**config.mk**
```make
export PLATFORM = sky130hd
export DESIGN_NAME = phase_sequencer
export DESIGN_NICKNAME = d
export VERILOG_FILES = /design/src/rtl/seq_pkg.sv /design/src/rtl/phase_sequencer.sv
export SDC_FILE = /design/constraint.sdc
export NUM_CORES = 1
export LEC_CHECK = 0
export CORE_MARGIN = 1.5
export CORE_UTILIZATION = 40
export DETAILED_ROUTE_END_ITERATION = 10
export MAX_ROUTING_LAYER = met4
export PLACE_DENSITY_LB_ADDON = 0.2
export SLEW_MARGIN = 25
export SYNTH_ARGS = -nofsm -noshare
export SYNTH_HDL_FRONTEND = slang
export SYNTH_SLANG_ARGS = --single-unit
export TNS_END_PERCENT = 50
```
**constraint.sdc**
```tcl
create_clock -name clk -period 3.1 [get_ports clk]
set_clock_uncertainty 0.1 [all_clocks]
set_input_delay 0.31 -clock clk [delete_from_list [all_inputs] [get_ports clk]]
set_output_delay 0.31 -clock clk [all_outputs]
set_load 0.1 [all_outputs]
```
**src/rtl/seq_pkg.sv**
```systemverilog
// -----------------------------------------------------------------------------
// seq_pkg
// Shared definitions for the phase sequencer: the byte width, the default
// shared-memory address width and the state encoding of the frame sequencer.
// No ports (package).
// -----------------------------------------------------------------------------
package seq_pkg;

    localparam int BYTE_W         = 8;
    localparam int ADDR_W_DEFAULT = 18;
    localparam int STATE_W        = 3;

    // Frame phases in the order a frame walks through them. Plain constants
    // keep the encoding readable from older tools and waveform viewers.
    localparam logic [2:0] ST_RX       = 3'd0;
    localparam logic [2:0] ST_PSTART   = 3'd1;
    localparam logic [2:0] ST_PROC     = 3'd2;
    localparam logic [2:0] ST_TX_RD    = 3'd3;
    localparam logic [2:0] ST_TX_LATCH = 3'd4;
    localparam logic [2:0] ST_TX_SEND  = 3'd5;
    localparam logic [2:0] ST_TX_WAIT  = 3'd6;
    localparam logic [2:0] ST_DONE     = 3'd7;

endpackage

```
**src/rtl/phase_sequencer.sv**
```systemverilog
// -----------------------------------------------------------------------------
// phase_sequencer
// Frame-level controller that owns a single shared memory port. A frame is:
// receive RX_BYTES bytes from the UART into memory, start the processing core
// and hand it the memory port until it signals completion, then read TX_BYTES
// bytes from TX_BASE and send them one at a time to the UART transmitter.
// After the last byte the sequencer parks in DONE until restart.
//
// Ports
//   clk, rst                 clock (rising edge), synchronous active-high reset
//   rx_valid, rx_data        received-byte strobe and byte from the UART receiver
//   proc_start, proc_done    start pulse to the core, completion pulse from it
//   proc_mem_addr/we/wdata   core memory request, forwarded while processing
//   mem_addr/we/wdata/rdata  shared memory port (read data one cycle late)
//   tx_start, tx_data,       transmit handshake with the UART transmitter
//   tx_done
//   restart                  begin a new frame (honoured only in DONE)
//   Rx_finish, pro_over,     sticky phase-complete flags
//   Tx_finish
//   rx_overrun               sticky: a byte arrived while not receiving
// -----------------------------------------------------------------------------
module phase_sequencer
    import seq_pkg::*;
#(
    parameter int ADDR_W   = ADDR_W_DEFAULT,
    parameter int RX_BYTES = 9,
    parameter int TX_BASE  = 0,
    parameter int TX_BYTES = 9
) (
    input  logic              clk,
    input  logic              rst,

    input  logic              rx_valid,
    input  logic [BYTE_W-1:0] rx_data,

    output logic              proc_start,
    input  logic              proc_done,
    input  logic [ADDR_W-1:0] proc_mem_addr,
    input  logic              proc_mem_we,
    input  logic [BYTE_W-1:0] proc_mem_wdata,

    output logic [ADDR_W-1:0] mem_addr,
    output logic              mem_we,
    output logic [BYTE_W-1:0] mem_wdata,
    input  logic [BYTE_W-1:0] mem_rdata,

    output logic              tx_start,
    output logic [BYTE_W-1:0] tx_data,
    input  logic              tx_done,

    input  logic              restart,
    output logic              Rx_finish,
    output logic              pro_over,
    output logic              Tx_finish,
    output logic              rx_overrun
);

    localparam int RX_CW = (RX_BYTES > 1) ? $clog2(RX_BYTES) : 1;
    localparam int TX_CW = (TX_BYTES > 1) ? $clog2(TX_BYTES) : 1;

    localparam logic [RX_CW-1:0]  RX_LAST      = RX_CW'(RX_BYTES - 1);
    localparam logic [TX_CW-1:0]  TX_LAST      = TX_CW'(TX_BYTES - 1);
    localparam logic [ADDR_W-1:0] TX_BASE_ADDR = ADDR_W'(TX_BASE);

    logic [STATE_W-1:0] state;
    logic [RX_CW-1:0]   rx_cnt;
    logic [TX_CW-1:0]   tx_cnt;

    // Frame sequencing. Each TX byte costs TX_RD (address out), TX_LATCH
    // (read data back) and TX_SEND (strobe), which fixes the gap between a
    // tx_done and the next tx_start at three cycles. Strobes from the core
    // or transmitter are only looked at in the state that expects them.
    always_ff @(posedge clk) begin
        if (rst) begin
            state      <= ST_RX;
            rx_cnt     <= '0;
            tx_cnt     <= '0;
            tx_data    <= '0;
            Rx_finish  <= 1'b0;
            pro_over   <= 1'b0;
            Tx_finish  <= 1'b0;
            rx_overrun <= 1'b0;
        end else begin
            if (rx_valid && (state != ST_RX)) begin
                rx_overrun <= 1'b1;
            end

            case (state)
                ST_RX: begin
                    if (rx_valid) begin
                        rx_cnt <= rx_cnt + RX_CW'(1);
                        if (rx_cnt == RX_LAST) begin
                            Rx_finish <= 1'b1;
                            state     <= ST_PSTART;
                        end
                    end
                end
                ST_PSTART: begin
                    state <= ST_PROC;
                end
                ST_PROC: begin
                    if (proc_done) begin
                        pro_over <= 1'b1;
                        tx_cnt   <= '0;
                        state    <= ST_TX_RD;
                    end
                end
                ST_TX_RD: begin
                    state <= ST_TX_LATCH;
                end
                ST_TX_LATCH: begin
                    tx_data <= mem_rdata;
                    state   <= ST_TX_SEND;
                end
                ST_TX_SEND: begin
                    state <= ST_TX_WAIT;
                end
                ST_TX_WAIT: begin
                    if (tx_done) begin
                        if (tx_cnt == TX_LAST) begin
                            Tx_finish <= 1'b1;
                            state     <= ST_DONE;
                        end else begin
                            tx_cnt <= tx_cnt + TX_CW'(1);
                            state  <= ST_TX_RD;
                        end
                    end
                end
                ST_DONE: begin
                    // Placed after the overrun update so a restart clears
                    // the flag even if a stray byte arrives in the same cycle.
                    if (restart) begin
                        rx_cnt     <= '0;
                        tx_cnt     <= '0;
                        Rx_finish  <= 1'b0;
                        pro_over   <= 1'b0;
                        Tx_finish  <= 1'b0;
                        rx_overrun <= 1'b0;
                        state      <= ST_RX;
                    end
                end
                default: begin
                    state <= ST_RX;
                end
            endcase
        end
    end

    // Shared memory port owner, decoded from state. Write enables are held
    // off while rst is asserted so reset wins over a coincident byte or core
    // request. The TX address wraps naturally in ADDR_W bits.
    always_comb begin
        mem_addr  = '0;
        mem_we    = 1'b0;
        mem_wdata = '0;
        case (state)
            ST_RX: begin
                mem_addr  = ADDR_W'(rx_cnt);
                mem_we    = rx_valid && !rst;
                mem_wdata = rx_data;
            end
            ST_PROC: begin
                mem_addr  = proc_mem_addr;
                mem_we    = proc_mem_we && !rst;
                mem_wdata = proc_mem_wdata;
            end
            ST_TX_RD: begin
                mem_addr = TX_BASE_ADDR + ADDR_W'(tx_cnt);
            end
            default: begin
            end
        endcase
    end

    // Start strobes are pure state decodes, so each lasts exactly one cycle.
    assign proc_start = (state == ST_PSTART) && !rst;
    assign tx_start   = (state == ST_TX_SEND) && !rst;

endmodule

```
==> run_results.csv, run 1 <==
group,metric,value,unit
worst_setup_path,crit_arrival,2180,ps
cells_and_area,final_common_cell,"clkdlybuf4s50_1",
clock_network,numCtsBuffers,3,
route,drtPass1Iterations,4,
timing,finalCritPeriodShare,0.837,
clock_network,cts_buffer_depth,2,
clock_network,htreeDepth,1,
die,io_pins,90,
worst_setup_path,critPathKind,"flop to primary output",
synthesis,yosysTopAreaCellShare,0.307,
synthesis,synthAdderAreaFrac,0.0333,
synthesis,yosysSeqAreaShare,0.307,
clock_network,post-cts-setup-buffers,0,
place,io_buffers,89,
timing,finalSetupTns,0,ps
status,status,"complete, no violations",
die,rows,22,
timing,drv_slew,0,
synthesis,synth_cell_types,40,
timing,tightestPinTransition,978,ps
power,pwr_density_cell,255,nW/µm²
worst_setup_path,worstPathCellList,"buf_4 > buf_4 > mux2i_1 > nor2_1 > buf_12",
worst_setup_path,slowest_delay,870,ps
power,vdd_ir_drop_max,377,µV
worst_setup_path,cp_max_fo,27,
timing,rsz0062_at_grt,"false",
synthesis,yosys_warnings,0,
die,start_util,0.413,
synthesis,synth-xor-area-share,0,
grt,grt_pass1_wl,7.16,mm
place,placedInstanceArea,2690,µm²
timing,finalSetupViolCount,0,
route,wl_per_cell,14.5,µm
synthesis,synth_top_family_by_area,"simple AND/OR/NAND/NOR gates",
clock_network,path_clk_slew,90,ps
synthesis,synth_area_leaders,"dfxtp_1, mux2i_1, nor2_1",
synthesis,synth_enable_flop_cells,0,
route,initialDrtViolationCount,63,
die,die_w,64.3,µm
cells_and_area,layout_common_cells,"clkdlybuf4s50_1, buf_12, nor2_1",
run,maxCapViolations,0,
synthesis,syn_nets,233,
worst_setup_path,cp.required,2690,ps
synthesis,synth_compound_area_frac,0.123,
cells_and_area,layout-drive-gt1-share,0.179,
grt,grt_max_degree,28,
grt,grt_pass1_vias,1480,
worst_setup_path,start_kind,"flop",
die,die_area,4130,µm²
cells_and_area,final_area,2740,µm²
route,post-route-drc-count,0,
clock_network,cts_tree,"done",
worst_setup_path,crit_start,"state[1]$_SDFFE_PP0P_",
synthesis,synth_area,1500,µm²
grt,antenna_found_initial,0,
synthesis,ys_ff_latch,23,
die,fp.dieH,64.3,µm
synthesis,synth.area.mux_share,0.167,
route,wirelength,4.50,mm
worst_setup_path,cp-end-kind,"primary output",
route,vias,1615,
die,coreArea,3630,µm²
clock_network,cts-root-buf,"clkbuf_8",
timing,max_freq,386,MHz
cells_and_area,nets,316,
worst_setup_path,rr_startpoint,"state[1]$_SDFFE_PP0P_",
cells_and_area,num_antenna_cells,0,
clock_network,clkLatencyLatePin,270,ps
grt,track_usage,0.219,
route,viasPerCell,5.21,
route,ant_nets,0,
synthesis,synth-async-reset-ratio,0,
synthesis,netlist_instances,180,
clock_network,cts_hold_buf,0,
cells_and_area,syn_to_final_growth,82.3,%
power,p_leak,1.06,nW
worst_setup_path,cp_slowest_cell,"dfxtp_1",
synthesis,ys.flop_type,"dfxtp_1",
clock_network,clock-sinks,23,
place,gp_congestion,0.888,
synthesis,avgSynthCellArea,8.34,µm²
place,dp_hpwl,3.50,mm
synthesis,synth-simple-area-share,0.310,
min_path,hold_class,"flop to flop",
worst_setup_path,path_common_cell,"buf_4",
grt,grt-ovfl-total,0,
timing,hold_viol,0,
timing,relSlewSlack,0.346,
synthesis,synth.largest_area_cell,"dfxtp_1",
clock_network,post_cts_resized,0,
min_path,holdCritStartpoint,"Tx_finish$_SDFFE_PP0P_",
timing,period_minus_slack,2590,ps
-- logic make-up (layout without fill, tap and decap cells) --
group                      count (synthesis)  after routing
adders and majority gates                  4              4
muxes                                     25             25
buffers and inverters                     21            103
AOI/OAI and AO/OA                         22             22
and+or+nand+nor                           85             85
DFF                                       23             23
-- critical path: cells and delay by family (launching register included) --
kind	cells	cell delay, ps
DFF	1	870
and+or+nand+nor	1	210
muxes	1	90
buffers and inverters	3	740
-- metal layers --
metal / global-route usage / vias to the layer above / wire, µm
met2: 0.354 / 48 / 2330
met4: 0.0559 / 0 / 44
li1: - / 811 / -
met5: - / - / 0
met3: 0.0405 / 4 / 191
met1: 0.283 / 752 / 1930
-- where the power goes --
| group | total (W) | switching (W) | internal (W) |
|---|---|---|---|
| sequential | 0.000300 | 0.00000232 | 0.000297 |
| clock | 0.000193 | 0.000102 | 0.0000910 |
| combinational | 0.000205 | 0.000106 | 0.0000994 |
| total | 0.000697 | 0.000210 | 0.000488 |
-- flip-flops by register name, indices dropped and copies added (netlist names) --
register    flops
Rx_finish       1
Tx_finish       1
pro_over        1
rx_cnt          4
rx_overrun      1
state           3
tx_cnt          4
tx_data         8
-- final cells by class --
type | count | area (µm²)
clock buffer | 3 | 41.3
clock inverter | 1 | 7.51
fill | 276 | 896
inverter | 6 | 22.5
multi-input combinational | 136 | 957
sequential | 23 | 460
tap | 48 | 60.1
timing repair buffer | 93 | 1190
-- worst paths after layout --
| kind | end | slack, ps | cells after the start |
|---|---|---|---|
| min | Tx_finish$_SDFFE_PP0P_ | 370 | 1 |
| max | mem_wdata[6] | 510 | 5 |
| max reg2reg | rx_cnt[3]$_SDFFE_PP0P_ | 880 | 4 |
| min reg2reg | Tx_finish$_SDFFE_PP0P_ | 370 | 1 |
-- Yosys cell counts (4+ instances only) --
master / count
a2bb2oi_1: 4
a21oi_1: 4
and3_1: 14
clkbuf_1: 11
nand2_1: 10
dfxtp_1: 23
mux2i_1: 25
nor2_1: 26
ha_1: 4
inv_1: 6
nand3_1: 9
-- through the flow --
stage / total power, W / worst slack (ps) / hold slack (ps) / utilization / cells
finish: 0.000697 / 506 / 374 / 0.753 / 310
global placement: 0.000510 / 838 / 355 / 0.740 / 306
detailed placement: 0.000512 / 739 / 357 / 0.740 / 306
CTS: 0.000698 / 534 / 376 / 0.753 / 310
global route: 0.000722 / 371 / 407 / 0.753 / 310
floorplan: 0.000399 / -1340 / 351 / - / 180
No activity file was read; power rests on OpenSTA's default activity.
==> inputs of run 2 (changes only) <==
--- a/config.mk
+++ b/config.mk
@@ -6,7 +6,7 @@
 export NUM_CORES = 1
 export LEC_CHECK = 0
 export CORE_MARGIN = 1.5
-export CORE_UTILIZATION = 40
+export CORE_UTILIZATION = 34
 export DETAILED_ROUTE_END_ITERATION = 10
 export MAX_ROUTING_LAYER = met4
 export PLACE_DENSITY_LB_ADDON = 0.2
==> constraint.sdc (replaced) <==
create_clock -name clk -period 2.3 [get_ports clk]
set_clock_uncertainty 0.1 [all_clocks]
set_input_delay 0.23 -clock clk [delete_from_list [all_inputs] [get_ports clk]]
set_output_delay 0.23 -clock clk [all_outputs]
set_load 0.1 [all_outputs]
==> run 2 against run 1 <==
Design area increased by 2.2%. Via count increased by 1.7%. Core utilization decreased by 7.4 points. Register-to-register slack got worse by 520 ps. Largest cell class unchanged.
==> run_results.csv, run 2 (synthesized netlist as in run 1, its figures left out) <==
group,metric,value,unit
status,status,"complete, no violations",
clock_network,post-cts-setup-buffers,0,
cells_and_area,largest_register_ff_count,8,
die,coreArea,4120,µm²
cells_and_area,num_antenna_cells,0,
route,viasPerCell,5.18,
timing,hold_viol,0,
clock_network,cts_hold_buf,0,
timing,relSlewSlack,0.623,
route,drtPass1Iterations,4,
clock_network,htreeDepth,1,
power,clock_power_share,0.280,
clock_network,clkLatencyLatePin,270,ps
grt,grt_pass1_wl,7.53,mm
grt,grt_pass1_vias,1529,
timing,finalCritPeriodShare,0.914,
run,maxCapViolations,0,
cells_and_area,final_common_cell,"clkdlybuf4s50_1",
clock_network,cts_buffer_depth,2,
timing,finalSetupViolCount,0,
worst_setup_path,start_kind,"flop",
grt,grt_max_degree,20,
clock_network,post_cts_resized,0,
die,start_util,0.365,
route,post-route-drc-count,0,
worst_setup_path,cp_max_fo,12,
place,dp_hpwl,3.80,mm
power,pwr_density_cell,341,nW/µm²
timing,rsz0062_at_grt,"false",
cells_and_area,reg.largest.list,"tx_data (8), rx_cnt (4), tx_cnt (4)",
clock_network,clock-sinks,23,
place,gp_congestion,0.899,
grt,antenna_found_initial,0,
timing,finalSetupTns,0,ps
worst_setup_path,critPathKind,"flop to primary output",
cells_and_area,nets,321,
power,power_frac_comb,0.296,
clock_network,numCtsBuffers,3,
timing,drv_slew,0,
route,ant_nets,0,
die,fp.dieH,69.5,µm
route,vias,1642,
timing,tightestPinTransition,565,ps
power,p_sw_frac,0.307,
die,io_pins,90,
cells_and_area,syn_to_final_growth,86.3,%
place,io_buffers,89,
worst_setup_path,cp-end-kind,"primary output",
timing,period_minus_slack,2100,ps
grt,grt-ovfl-total,0,
die,rows,23,
route,wl_per_cell,15.0,µm
clock_network,cts-root-buf,"clkbuf_8",
worst_setup_path,cp_slowest_cell,"dfxtp_1",
worst_setup_path,slowest_delay,610,ps
clock_network,cts_tree,"done",
worst_setup_path,worstPathCellList,"buf_4 > mux2i_1 > a2bb2oi_1 > nor2_2 > buf_12",
timing,max_freq,476,MHz
grt,track_usage,0.195,
clock_network,path_clk_slew,90,ps
die,die_w,69.5,µm
power,power_frac_seq,0.424,
worst_setup_path,crit_arrival,1770,ps
min_path,hold_class,"flop to flop",
power,p_leak,1.10,nW
route,wirelength,4.75,mm
cells_and_area,fin_util,0.680,
power,vdd_ir_drop_max,346,µV
die,die_area,4820,µm²
cells_and_area,layout_common_cells,"clkdlybuf4s50_1, buf_12, mux2i_1",
route,initialDrtViolationCount,107,
power,switchingPower,0.000293,W
worst_setup_path,cp.required,1970,ps
power,intPower,0.000660,W
cells_and_area,regMostFlops,"tx_data",
cells_and_area,layout-drive-gt1-share,0.247,
[run 2: final timing paths]
path | startpoint | end | slack [ps] | depth (start not counted)
max | state[1]$_SDFFE_PP0P_ | mem_addr[3] | 200 | 5
min reg2reg | rx_overrun$_SDFF_PP0_ | rx_overrun$_SDFF_PP0_ | 380 | 2
min | rx_overrun$_SDFF_PP0_ | rx_overrun$_SDFF_PP0_ | 380 | 2
max reg2reg | state[2]$_SDFFE_PP0P_ | tx_cnt[3]$_SDFFE_PP0P_ | 360 | 3
[run 2: power groups by stage]
stage               logic, W  clock network, W  registers (W)
finish              0.000282          0.000267       0.000404
global route        0.000293          0.000296       0.000405
CTS                 0.000284          0.000280       0.000404
detailed placement  0.000283                 0       0.000413
global placement    0.000280                 0       0.000413
floorplan           0.000128                 0       0.000412
[run 2: layout make-up]
class                      instances  area [µm²]
clock buffer                       3        41.3
clock inverter                     1        7.51
fill                             331        1320
inverter                           6        22.5
multi-input combinational        136         985
sequential                        23         460
tap                               50        62.6
timing repair buffer              98        1220
[run 2: worst max-delay path: cells and delay by family (launching register included)]
kind / cells / cell delay, ps
AOI/OAI and AO/OA: 1 / 210
muxes: 1 / 200
DFF: 1 / 610
buffers and inverters: 2 / 400
and+or+nand+nor: 1 / 70
[run 2: per-layer routing]
layer,wire length [µm],vias to the layer above,track usage
met5,0,-,-
met1,1970,753,0.230
met3,261,6,0.0422
met2,2470,60,0.341
met4,45,0,0.0392
li1,-,823,-
[run 2: stage by stage]
stage / area [µm²] / hold WS [ps] / power [W] / worst slack, ps / std cells
2_1_floorplan: 1540 / 271 / 0.000540 / -641 / 180
3_3_place_gp: 2750 / 352 / 0.000693 / 268 / 313
3_5_place_dp: 2750 / 360 / 0.000696 / 232 / 313
4_1_cts: 2800 / 381 / 0.000967 / 198 / 317
5_1_grt: 2800 / 406 / 0.000993 / 96.2 / 317
6_report: 2800 / 378 / 0.000953 / 199 / 317
==> inputs of run 3 (changes only) <==
--- a/config.mk
+++ b/config.mk
@@ -8,6 +8,7 @@
 export CORE_MARGIN = 1.5
 export CORE_UTILIZATION = 34
 export DETAILED_ROUTE_END_ITERATION = 10
+export HOLD_SLACK_MARGIN = 0.05
 export MAX_ROUTING_LAYER = met4
 export PLACE_DENSITY_LB_ADDON = 0.2
 export SLEW_MARGIN = 25
==> results of run 3 <==
No change in the layout: final DEF, timing and power equal those of run 2.
